--- config.mk ---
export PLATFORM = sky130hd
export DESIGN_NAME = key_debounce_multi
export DESIGN_NICKNAME = d
export VERILOG_FILES = /design/src/rtl/key_pkg.sv /design/src/rtl/key_debounce_ch.sv /design/src/rtl/key_debounce_multi.sv
export SDC_FILE = /design/constraint.sdc
export NUM_CORES = 1
export LEC_CHECK = 0
export ABC_CLOCK_PERIOD_IN_PS = 2250
export CAP_MARGIN = 30
export CORE_MARGIN = 2
export CORE_UTILIZATION = 57
export CTS_CLUSTER_DIAMETER = 200
export DETAILED_ROUTE_END_ITERATION = 12
export GPL_TIMING_DRIVEN = 0
export MAX_ROUTING_LAYER = met4
export PLACE_DENSITY = 0.85
export SYNTH_ARGS = -nofsm -noshare
export SYNTH_HDL_FRONTEND = slang
export SYNTH_HIERARCHICAL = 1
export SYNTH_SLANG_ARGS = --single-unit
--- constraint.sdc ---
create_clock -name clk -period 2.25 [get_ports clk]
set_input_delay 0.5625 -clock clk [delete_from_list [all_inputs] [get_ports clk]]
set_output_delay 0.5625 -clock clk [all_outputs]
set_load 0.005 [all_outputs]
--- src/rtl/key_pkg.sv ---
// Shared definitions for the key debouncer family: FSM encoding, default timing
// constants and the per-channel event bundle.
package key_pkg;

    typedef enum logic [1:0] {
        IDLE        = 2'b00,
        PRESS_DEB   = 2'b01,
        HELD        = 2'b10,
        RELEASE_DEB = 2'b11
    } key_state_e;

    localparam int unsigned DEB_20MS_50M = 32'd1_000_000;
    localparam int unsigned LONG_1S_50M  = 32'd50_000_000;

    typedef struct packed {
        logic level;
        logic press;
        logic rls;
        logic hold_long;
    } key_evt_t;

    // Counter width able to hold values up to num_states-1, never below one bit.
    function automatic int unsigned cnt_width(input int unsigned num_states);
        return (num_states > 32'd1) ? 32'($clog2(num_states)) : 32'd1;
    endfunction

endpackage

--- src/rtl/key_debounce_ch.sv ---
// One key channel: two-flop synchroniser, polarity normalisation, debounce FSM
// with stability counter and a saturating hold counter for long-press detection.
module key_debounce_ch
    import key_pkg::*;
#(
    parameter int unsigned DEB_CYCLES  = DEB_20MS_50M,
    parameter int unsigned LONG_CYCLES = LONG_1S_50M,
    parameter bit          ACTIVE_LOW  = 1'b1
) (
    input  logic     clk,
    input  logic     rst_n,
    input  logic     key_raw,
    output key_evt_t evt
);

    localparam int unsigned       DEB_W     = cnt_width(DEB_CYCLES);
    localparam int unsigned       HOLD_W    = cnt_width(LONG_CYCLES + 32'd1);
    localparam logic [DEB_W-1:0]  DEB_LAST  = DEB_W'(DEB_CYCLES - 32'd1);
    localparam logic [HOLD_W-1:0] HOLD_MAX  = HOLD_W'(LONG_CYCLES);
    localparam logic [HOLD_W-1:0] HOLD_FIRE = HOLD_W'(LONG_CYCLES - 32'd1);
    localparam bit                LONG_EN   = (LONG_CYCLES != 32'd0);

    logic              sync1;
    logic              sync2;
    logic              pressed_c;
    key_state_e        state;
    key_state_e        state_nxt;
    logic [DEB_W-1:0]  deb_cnt;
    logic [DEB_W-1:0]  deb_cnt_nxt;
    logic [HOLD_W-1:0] hold_cnt;
    logic [HOLD_W-1:0] hold_cnt_nxt;
    key_evt_t          evt_nxt;

    // Synchroniser presets to the released level so reset never looks like a press.
    always_ff @(posedge clk or negedge rst_n) begin
        if (!rst_n) begin
            sync1 <= ACTIVE_LOW;
            sync2 <= ACTIVE_LOW;
        end else begin
            sync1 <= key_raw;
            sync2 <= sync1;
        end
    end

    assign pressed_c = sync2 ^ ACTIVE_LOW;

    always_ff @(posedge clk or negedge rst_n) begin
        if (!rst_n) begin
            state    <= IDLE;
            deb_cnt  <= '0;
            hold_cnt <= '0;
            evt      <= '0;
        end else begin
            state    <= state_nxt;
            deb_cnt  <= deb_cnt_nxt;
            hold_cnt <= hold_cnt_nxt;
            evt      <= evt_nxt;
        end
    end

    always_comb begin
        state_nxt     = state;
        deb_cnt_nxt   = deb_cnt;
        hold_cnt_nxt  = hold_cnt;
        evt_nxt       = '0;
        evt_nxt.level = evt.level;

        // Hold time keeps running through release bounce so a long press still completes.
        if ((state == HELD) || (state == RELEASE_DEB)) begin
            if (hold_cnt != HOLD_MAX) begin
                hold_cnt_nxt = hold_cnt + HOLD_W'(1);
            end
            evt_nxt.hold_long = LONG_EN && (hold_cnt == HOLD_FIRE);
        end

        case (state)
            IDLE: begin
                if (pressed_c) begin
                    state_nxt   = PRESS_DEB;
                    deb_cnt_nxt = '0;
                end
            end
            PRESS_DEB: begin
                if (!pressed_c) begin
                    state_nxt = IDLE;
                end else if (deb_cnt == DEB_LAST) begin
                    state_nxt     = HELD;
                    evt_nxt.press = 1'b1;
                    evt_nxt.level = 1'b1;
                    hold_cnt_nxt  = '0;
                end else begin
                    deb_cnt_nxt = deb_cnt + DEB_W'(1);
                end
            end
            HELD: begin
                if (!pressed_c) begin
                    state_nxt   = RELEASE_DEB;
                    deb_cnt_nxt = '0;
                end
            end
            RELEASE_DEB: begin
                if (pressed_c) begin
                    state_nxt = HELD;
                end else if (deb_cnt == DEB_LAST) begin
                    state_nxt     = IDLE;
                    evt_nxt.rls   = 1'b1;
                    evt_nxt.level = 1'b0;
                end else begin
                    deb_cnt_nxt = deb_cnt + DEB_W'(1);
                end
            end
            default: state_nxt = IDLE;
        endcase
    end

endmodule

--- src/rtl/key_debounce_multi.sv ---
// Multi-channel key debouncer: NUM_KEYS independent channels, each reporting a
// debounced level and one-cycle press, release and long-press pulses.
module key_debounce_multi
    import key_pkg::*;
#(
    parameter int unsigned NUM_KEYS    = 4,
    parameter int unsigned DEB_CYCLES  = DEB_20MS_50M,
    parameter int unsigned LONG_CYCLES = LONG_1S_50M,
    parameter bit          ACTIVE_LOW  = 1'b1
) (
    input  logic                clk,
    input  logic                rst_n,
    input  logic [NUM_KEYS-1:0] key_in,
    output logic [NUM_KEYS-1:0] key_level,
    output logic [NUM_KEYS-1:0] key_press,
    output logic [NUM_KEYS-1:0] key_release,
    output logic [NUM_KEYS-1:0] key_long
);

    for (genvar i = 0; i < NUM_KEYS; i++) begin : g_ch
        key_evt_t evt;

        key_debounce_ch #(
            .DEB_CYCLES  (DEB_CYCLES),
            .LONG_CYCLES (LONG_CYCLES),
            .ACTIVE_LOW  (ACTIVE_LOW)
        ) u_ch (
            .clk     (clk),
            .rst_n   (rst_n),
            .key_raw (key_in[i]),
            .evt     (evt)
        );

        assign key_level[i]   = evt.level;
        assign key_press[i]   = evt.press;
        assign key_release[i] = evt.rls;
        assign key_long[i]    = evt.hold_long;
    end

endmodule

==> summary by stage, run 1 <==
Timing
The final critical path takes up 100% of the cycle. The worst path in the final design needs a cycle of 2.25 ns, including I/O delays and setup. The final hold violation count is 0. Measured against its own limit, the worst slew margin works out to 47.8%.

Setup repair after global routing could not meet its margin everywhere. Setup violations remaining at the end of the flow were counted as 1. Once routing completed, OpenROAD measured the worst setup slack at -0.000734 ns.

The number of pins with negative max-slew slack in the final report is 0. The maximum operating frequency is 444 MHz. The clock skew after layout is 0.00938 ns. At the pin with the least slew margin, the transition time is 0.784 ns.

Worst setup path
The worst setup path startpoint is g_ch[3].u_ch/hold_cnt[18]. The worst path required time is 2.65 ns. The most critical setup path has its endpoint at g_ch[3].u_ch/hold_cnt[2].

Of all nets on the critical path, the largest fanout is 5. The worst endpoint data arrival time is 2.65 ns. The worst reg-to-reg path cell count is 6. STA classifies the critical path endpoint as a flop. The critical path runs through a total of 6 cells. The reg-to-reg critical path endpoint is g_ch[3].u_ch/hold_cnt[2].

The buffer and inverter count on the worst path is 1. The startpoint of the worst register-to-register path is g_ch[3].u_ch/hold_cnt[18]. Traced cell by cell, the critical path runs through or4b_1 -> or4_4 -> o31ai_4 -> buf_6 -> o211ai_1 -> o31ai_1. The type of origin of the critical path is a flop. The cell family contributing the most delay on the critical path is simple AND/OR/NAND/NOR gates. The worst-case register-to-register setup slack is -0.0007 ns. The largest stage delay on the critical path is 0.53 ns. The cell with the largest stage delay on the worst path is sky130_fd_sc_hd__or4b_1.

The type of the worst setup path is reg2reg.

Route
Using the TritonRoute via totals, the vias-per-cell ratio works out to 5.90. The final layout contains routed wiring with a total length of 23.3 mm. In this run the remaining antenna-violating nets after routing total 0.

The number of vias after detailed routing is 8897. In this run, the number of DRC markers left after iteration 0 of detailed routing was 576. Before antenna repair, the detailed router went through 5 iterations. The detail-routed net length per standard cell is 15.4 um.

The count of unresolved DRC violations after routing is 0.

Run status
The flow ran to the end, but the final reports show violations. The checks that failed: setup timing.

Clock network
In this run the deepest clock path goes through 3 buffers. The root buffer selected by CTS is sky130_fd_sc_hd__clkbuf_16. Clock tree synthesis inserted a total of 24 buffers. TritonCTS built the clock tree. The clock latency on the worst-skew pair is 0.51 ns. The sink count of the clock tree is 216. Hold repair after CTS inserted 0 buffers. After clock tree synthesis, the clock-pin slew on the worst setup and hold paths is 0.06 ns. In this run the number of H-tree levels came out at 1.

Logic synthesis
The cell area that synthesis handed to floorplanning was 11100 um2. The dominant synthesized flop cell is sky130_fd_sc_hd__dfrtp_1. The number of instances in the synthesized netlist is 1158. A synthesized cell averages 9.62 um2. The share of synthesized registers carrying an async set or reset is 100%. The count of synthesis-stage warnings from yosys is 6.

Yosys mapped a number of flops with a built-in enable equal to 0. The net count after synthesis is 1176. The netlist uses 60 different library cells.

The post-synthesis register bit count is 216. The part of the Yosys area used for sequential elements is 48.6%.

Job
Max-cap violations in this run came to 0.

GRT
The via count of the first global-routing pass is 8408. The largest net degree at the start of global routing is 113. The first global-routing pass estimated 38.5 mm of wire. The met3 track demand over resource in global routing is 3.33%.

In this run the most used layer during global routing was met2. The final global-route overflow total is 0. Global routing used 23.0% of the available tracks across all layers. The initial antenna violation count was 0. The global routing usage on met2 is 36.9%. Global routing used 30.2% of the available met1 tracks.

Final layout
The area overhead of the layout relative to synthesis is 15.3%. The antenna cell count is 0. After routing the design area is 12800 um2.

Leaving out filler cells and counting taps, the final layout contains 1509. The library cell used most frequently in the layout, excluding fill and tap cells, is sky130_fd_sc_hd__dfrtp_1. The multi-input combinational cells in the finished layout cover a total of 5570 um2. The fraction of final layout cells with drive strength greater than 1 is 12.1%. The final layout contains 1245 nets.

Across the whole layout, storage elements account for 5420 um2. The filler cells instantiated in the layout total 1441. The library cells used most frequently in the layout, excluding fill and tap cells, are 203 x sky130_fd_sc_hd__dfrtp_1, 185 x sky130_fd_sc_hd__nor2_1, 95 x sky130_fd_sc_hd__nand3_1.

Place
The total half-perimeter wirelength after legalization and detailed placement is 14.5 mm. The number of port buffers is 21. The number of cells after detailed placement is 1446. The routability-driven placement congestion ratio is 0.871. The placed instances occupy a cell area of 11700 um2.

Min path
The classification of the worst-slack hold path is in2async.

Floorplanning
The core region is 19300 um2. 22 I/O pins were placed. The die covers 20700 um2.

From bottom edge to top edge, the die measures 144 um. In this run the horizontal extent of the chip is 144 um. The floorplan has 51 rows. For this configuration, the core starts out at a cell density of 57.6%.

Power
Across the VDD grid, the largest voltage drop is 500 uV. The power density over the cells is 642 nW/um2. Summed over all cells, the static leakage comes to 5.55 nW.
[worst min path at each step]
| stage | end | slack (ns) | from | cells after the start |
|---|---|---|---|---|
| final | g_ch[3].u_ch/hold_cnt[17] | 0.08 | rst_n | 1 |
| after global routing | g_ch[3].u_ch/hold_cnt[17] | 0.14 | rst_n | 1 |
| after CTS | g_ch[3].u_ch/hold_cnt[17] | 0.12 | rst_n | 1 |
| after detailed placement | g_ch[3].u_ch/sync2 | 0.35 | g_ch[3].u_ch/sync1 | 0 |
| after floorplan | async pin | 0.27 | rst_n | 0 |
| after global placement | g_ch[2].u_ch/sync2 | 0.35 | g_ch[2].u_ch/sync1 | 0 |
[per-layer routing]
metal	share of wire, %	wire length, um	up-vias
met4	2.3	546	0
met2	49	11500	261
li1	-	-	4242
met5	0	0	-
met3	4.7	1090	51
met1	44	10200	4343
[synthesized netlist by cell type, drive strengths merged (8+ instances only)]
cell type / number / area share [%]
a21oi: 17 / 0.76
and2: 11 / 0.62
and3: 23 / 1.3
and4: 15 / 1.2
clkbuf: 26 / 0.88
dfrtp: 208 / 47
dfstp: 8 / 1.9
ha: 12 / 1.3
inv: 30 / 1.0
nand2: 94 / 3.2
nand3: 97 / 4.4
nand4: 67 / 3.8
nor2: 187 / 6.3
nor3: 27 / 1.3
nor4: 33 / 2.6
nor4b: 12 / 1.1
o21ai: 38 / 1.7
o31ai: 9 / 1.1
or3: 18 / 1.2
or4: 12 / 0.96
xnor2: 56 / 4.4
xor2: 89 / 7.0
[worst register-to-register path, stage by stage, from the launching register on]
cell and delay [ns]:
sky130_fd_sc_hd__dfrtp_1 0.43, sky130_fd_sc_hd__or4b_1 0.53, sky130_fd_sc_hd__or4_4 0.53, sky130_fd_sc_hd__o31ai_4 0.27
sky130_fd_sc_hd__buf_6 0.18, sky130_fd_sc_hd__o211ai_1 0.09, sky130_fd_sc_hd__o31ai_1 0.12
[cells by family after synthesis]
group	share of synthesized area [%]
simple gates	30.5
flops	48.6
xor+xnor	11.4
compound gates	5.36
buf+inv	2.36
fa+ha+maj	1.35
mux	0.371
[state kept, by name, summed over array words and instances, names as in the netlist, named ones only]
| name | cells |
|---|---|
| g_ch.u_ch/state | 4 |
| g_ch.u_ch/hold_cnt | 104 |
| g_ch.u_ch/sync2 | 4 |
| g_ch.u_ch/deb_cnt | 80 |
| g_ch.u_ch/evt | 16 |
| g_ch.u_ch/sync1 | 4 |
[final cells by class]
| type | instances | area share (%) |
|---|---|---|
| Multi-Input combinational cell | 879 | 43.4 |
| Tap cell | 265 | 2.58 |
| Inverter | 30 | 0.877 |
| Buffer | 28 | 1.08 |
| Sequential cell | 216 | 42.2 |
| Clock inverter | 10 | 0.975 |
| Timing Repair Buffer | 48 | 3.39 |
| Clock buffer | 33 | 5.50 |
[metrics by stage]
stage | TNS, ns | total power, mW | hold WS (ns) | worst slack (ns) | util [%]
floorplan | 0 | 4.14 | 0.267 | 0.112 | -
global placement | -1750.27 | 4.26 | 0.346 | -8.19 | 60.4
detailed placement | -11.85 | 4.27 | 0.348 | -0.266 | 60.6
CTS | 0 | 8.32 | 0.121 | 0.00382 | 65.3
global route | -0.689 | 8.54 | 0.136 | -0.0752 | 66.4
finish | -0.000734 | 8.23 | 0.0823 | -0.000734 | 66.4
[report_power, final]
group | switching, mW | internal (mW)
combinational | 0.146 | 0.0643
sequential | 0.0569 | 3.94
clock | 1.50 | 2.52
total | 1.71 | 6.53
[what timing repair did]
| item | in CTS | in global routing |
|---|---|---|
| setup endpoints to repair | 98 | 123 |
| cloned | 0 | 1 |
| gates resized for setup | 12 | 33 |
| buffers inserted | 5 | 19 |
| pin swaps | 5 | 10 |
No activity file was read; power rests on OpenSTA's default activity.
==> run 2, diff against run 1 <==
--- a/config.mk
+++ b/config.mk
@@ -11,6 +11,7 @@
 export CORE_UTILIZATION = 57
 export CTS_CLUSTER_DIAMETER = 200
 export DETAILED_ROUTE_END_ITERATION = 12
+export GPL_ROUTABILITY_DRIVEN = 0
 export GPL_TIMING_DRIVEN = 0
 export MAX_ROUTING_LAYER = met4
 export PLACE_DENSITY = 0.85
==> results of run 2 <==
No change in the layout: final DEF, timing and power equal those of run 1.
==> RTL change (flow settings as in run 2) <==
Make the reset (`rst_n`) synchronous in 2 clocked blocks.
--- a/src/rtl/key_debounce_ch.sv
+++ b/src/rtl/key_debounce_ch.sv
@@ -33,5 +33,5 @@
 
     // Synchroniser presets to the released level so reset never looks like a press.
-    always_ff @(posedge clk or negedge rst_n) begin
+    always_ff @(posedge clk) begin
         if (!rst_n) begin
             sync1 <= ACTIVE_LOW;
@@ -45,5 +45,5 @@
     assign pressed_c = sync2 ^ ACTIVE_LOW;
 
-    always_ff @(posedge clk or negedge rst_n) begin
+    always_ff @(posedge clk) begin
         if (!rst_n) begin
             state    <= IDLE;
Behaviour: no difference found for any inputs over 4 cycles, from zero or initial values and one cycle with rst_n low; that may be too few to reach the edited logic, so the function may still have changed.
==> RTL change against run 2 <==
Design area decreased by 5.6%; first-iteration DRC count decreased by 4.0%; setup slack improved by 0.055 ns; power decreased by 1.5%; count of clock-buffer cells in the layout increased by 3; sequential power decreased by 4%; sequential cell count unchanged; synthesized area decreased by 6.1%; wire length decreased by 2.3%; largest power group unchanged.
==> RTL change: results (changes against run 2) <==
power:
  intPower_w: 0.00643  # -1.5%
  vdd.ir_drop.worst_mv: 0.552  # +10%
  total_leakage_power_nw: 4.16  # -25%
place:
  placement_stage_worst_setup_slack_ns: -0.775  # -0.510 ns
  place_area_um2: 11000  # -6.5%
  place_hpwl_mm: 14.7  # +1.5%
final_layout:
  drive_above_1_share_pct: 12.6  # +0.47 points
  finalNetCount: 1278  # +2.7%
routing:
  detailroute.via_count: 8986  # +1.0%
  dr.max_layer_used: "met4"
  met1Wirelength_mm: 10.1  # -0.15%
  met3RoutedLength_mm: 1.10  # +1.0%
  dr.first_iter.drc_count: 553  # -4.0%
  met2RoutedLength_mm: 11.0  # -4.2%
  drt-total-wl_mm: 22.7  # -2.3%
global_route:
  grtUsageTotal_pct: 22.9  # -0.087 points
  grt_first_pass_wirelength_mm: 37.9  # -1.5%
  largest_net_degree_at_the_start_of_global_routing: 14  # -88%
  grt_pass1_vias: 8376  # -0.38%
min_path:
  hold_path_class: "reg2reg"
status:
  status: "finished, final reports clean"
worst_setup_path:
  timing.critical_path.slowest_stage_cell: "sky130_fd_sc_hd__or4b_4"
  timing.critical_path.arrival_ns: 2.59  # -0.06 ns
  worst-path-max-fanout: 7  # +2
  slowest_delay_ns: 0.48  # -0.05 ns
  cp_top_family: "simple AND/OR/NAND/NOR gates"
yosys:
  mappedNetlistNets: 1204  # +2.4%
  ys_seq_area_share_pct: 41.4  # -7.3 points
  synth_common_cells: "sky130_fd_sc_hd__dfxtp_1, sky130_fd_sc_hd__nor2_1, sky130_fd_sc_hd__nand2_1"
  synth_area_leaders: "sky130_fd_sc_hd__dfxtp_1, sky130_fd_sc_hd__xnor2_1, sky130_fd_sc_hd__nor2_1, sky130_fd_sc_hd__xor2_1, sky130_fd_sc_hd__nand4_1"
  synthDistinctLibCells: 59  # -1.7%
  synth_async_sr_flop_share_pct: 0  # -100 points
timing:
  finClkSkew_ns: 0.00913  # -0.000255 ns
  timing.slew.headroom_pct: 47.4  # -0.34 points
clocking:
  cts.reportedPaths.clkPinSlew_ns: 0.06  # about the same
==> RTL change: worst paths after layout <==
kind / from / end / slack [ns] / depth (start not counted)
setup reg to reg: g_ch[2].u_ch/deb_cnt[9]$_SDFFE_PN0P_ / g_ch[2].u_ch/hold_cnt[11]$_SDFF_PN0_ / 0.05 / 8
setup / recovery: g_ch[2].u_ch/deb_cnt[9]$_SDFFE_PN0P_ / g_ch[2].u_ch/hold_cnt[11]$_SDFF_PN0_ / 0.05 / 8
hold / removal: g_ch[1].u_ch/sync1$_SDFF_PN1_ / g_ch[1].u_ch/sync2$_SDFF_PN1_ / 0.41 / 1
hold reg to reg: g_ch[1].u_ch/sync1$_SDFF_PN1_ / g_ch[1].u_ch/sync2$_SDFF_PN1_ / 0.41 / 1
==> RTL change: logic make-up after synthesis <==
| family | count (synthesis) | synth area share (%) |
|---|---|---|
| DFF | 216 | 41.4 |
| and+or+nand+nor | 591 | 31.9 |
| xor gates and xnor gates | 123 | 10.3 |
| muxes | 12 | 1.15 |
| AOI/OAI and AO/OA | 147 | 9.56 |
| adders and majority gates | 12 | 1.44 |
| buffers and inverters | 85 | 4.26 |
==> RTL change: area by class of cell <==
| class | count | area (um2) |
|---|---|---|
| buffer | 53 | 348 |
| clock buffer | 36 | 737 |
| clock inverter | 7 | 88.8 |
| fill | 1362 | 5850 |
| inverter | 30 | 113 |
| multi-input combinational | 885 | 5730 |
| sequential | 216 | 4330 |
| tap | 229 | 287 |
| timing repair buffer | 50 | 479 |
==> RTL change: power groups by stage <==
stage / Sequential, W / Clock, W / Combinational, W
floorplan: 0.00394 / 0 / 0.000134
global placement: 0.00394 / 0 / 0.000200
detailed placement: 0.00394 / 0 / 0.000202
CTS: 0.00385 / 0.00409 / 0.000217
global route: 0.00385 / 0.00426 / 0.000263
finish: 0.00385 / 0.00401 / 0.000244
==> RTL change: per-stage QoR <==
stage | instances | setup TNS [ns] | total power [W]
after floorplan | 1186 | 0 | 0.00407
after global placement | 1436 | -48.54 | 0.00414
after detailed placement | 1437 | -49.91 | 0.00414
after CTS | 1492 | 0 | 0.00816
after global routing | 1506 | -0.105 | 0.00837
final | 1506 | 0 | 0.00811
==> RTL change: routing by layer <==
| layer | GRT usage (%) | vias to the layer above |
|---|---|---|
| li1 | - | 4428 |
| met1 | 29.3 | 4259 |
| met2 | 38.0 | 251 |
| met3 | 3.20 | 48 |
| met4 | 6.75 | 0 |
| met5 | - | - |
==> RTL change: timing repair <==
item                       CTS  global route
cloned                       0             3
hold endpoints to repair     0             0
hold buffers                 0             0
buffers inserted            12            11
gates resized for setup      3            30
pin swaps                    5            15
setup endpoints to repair   95           115
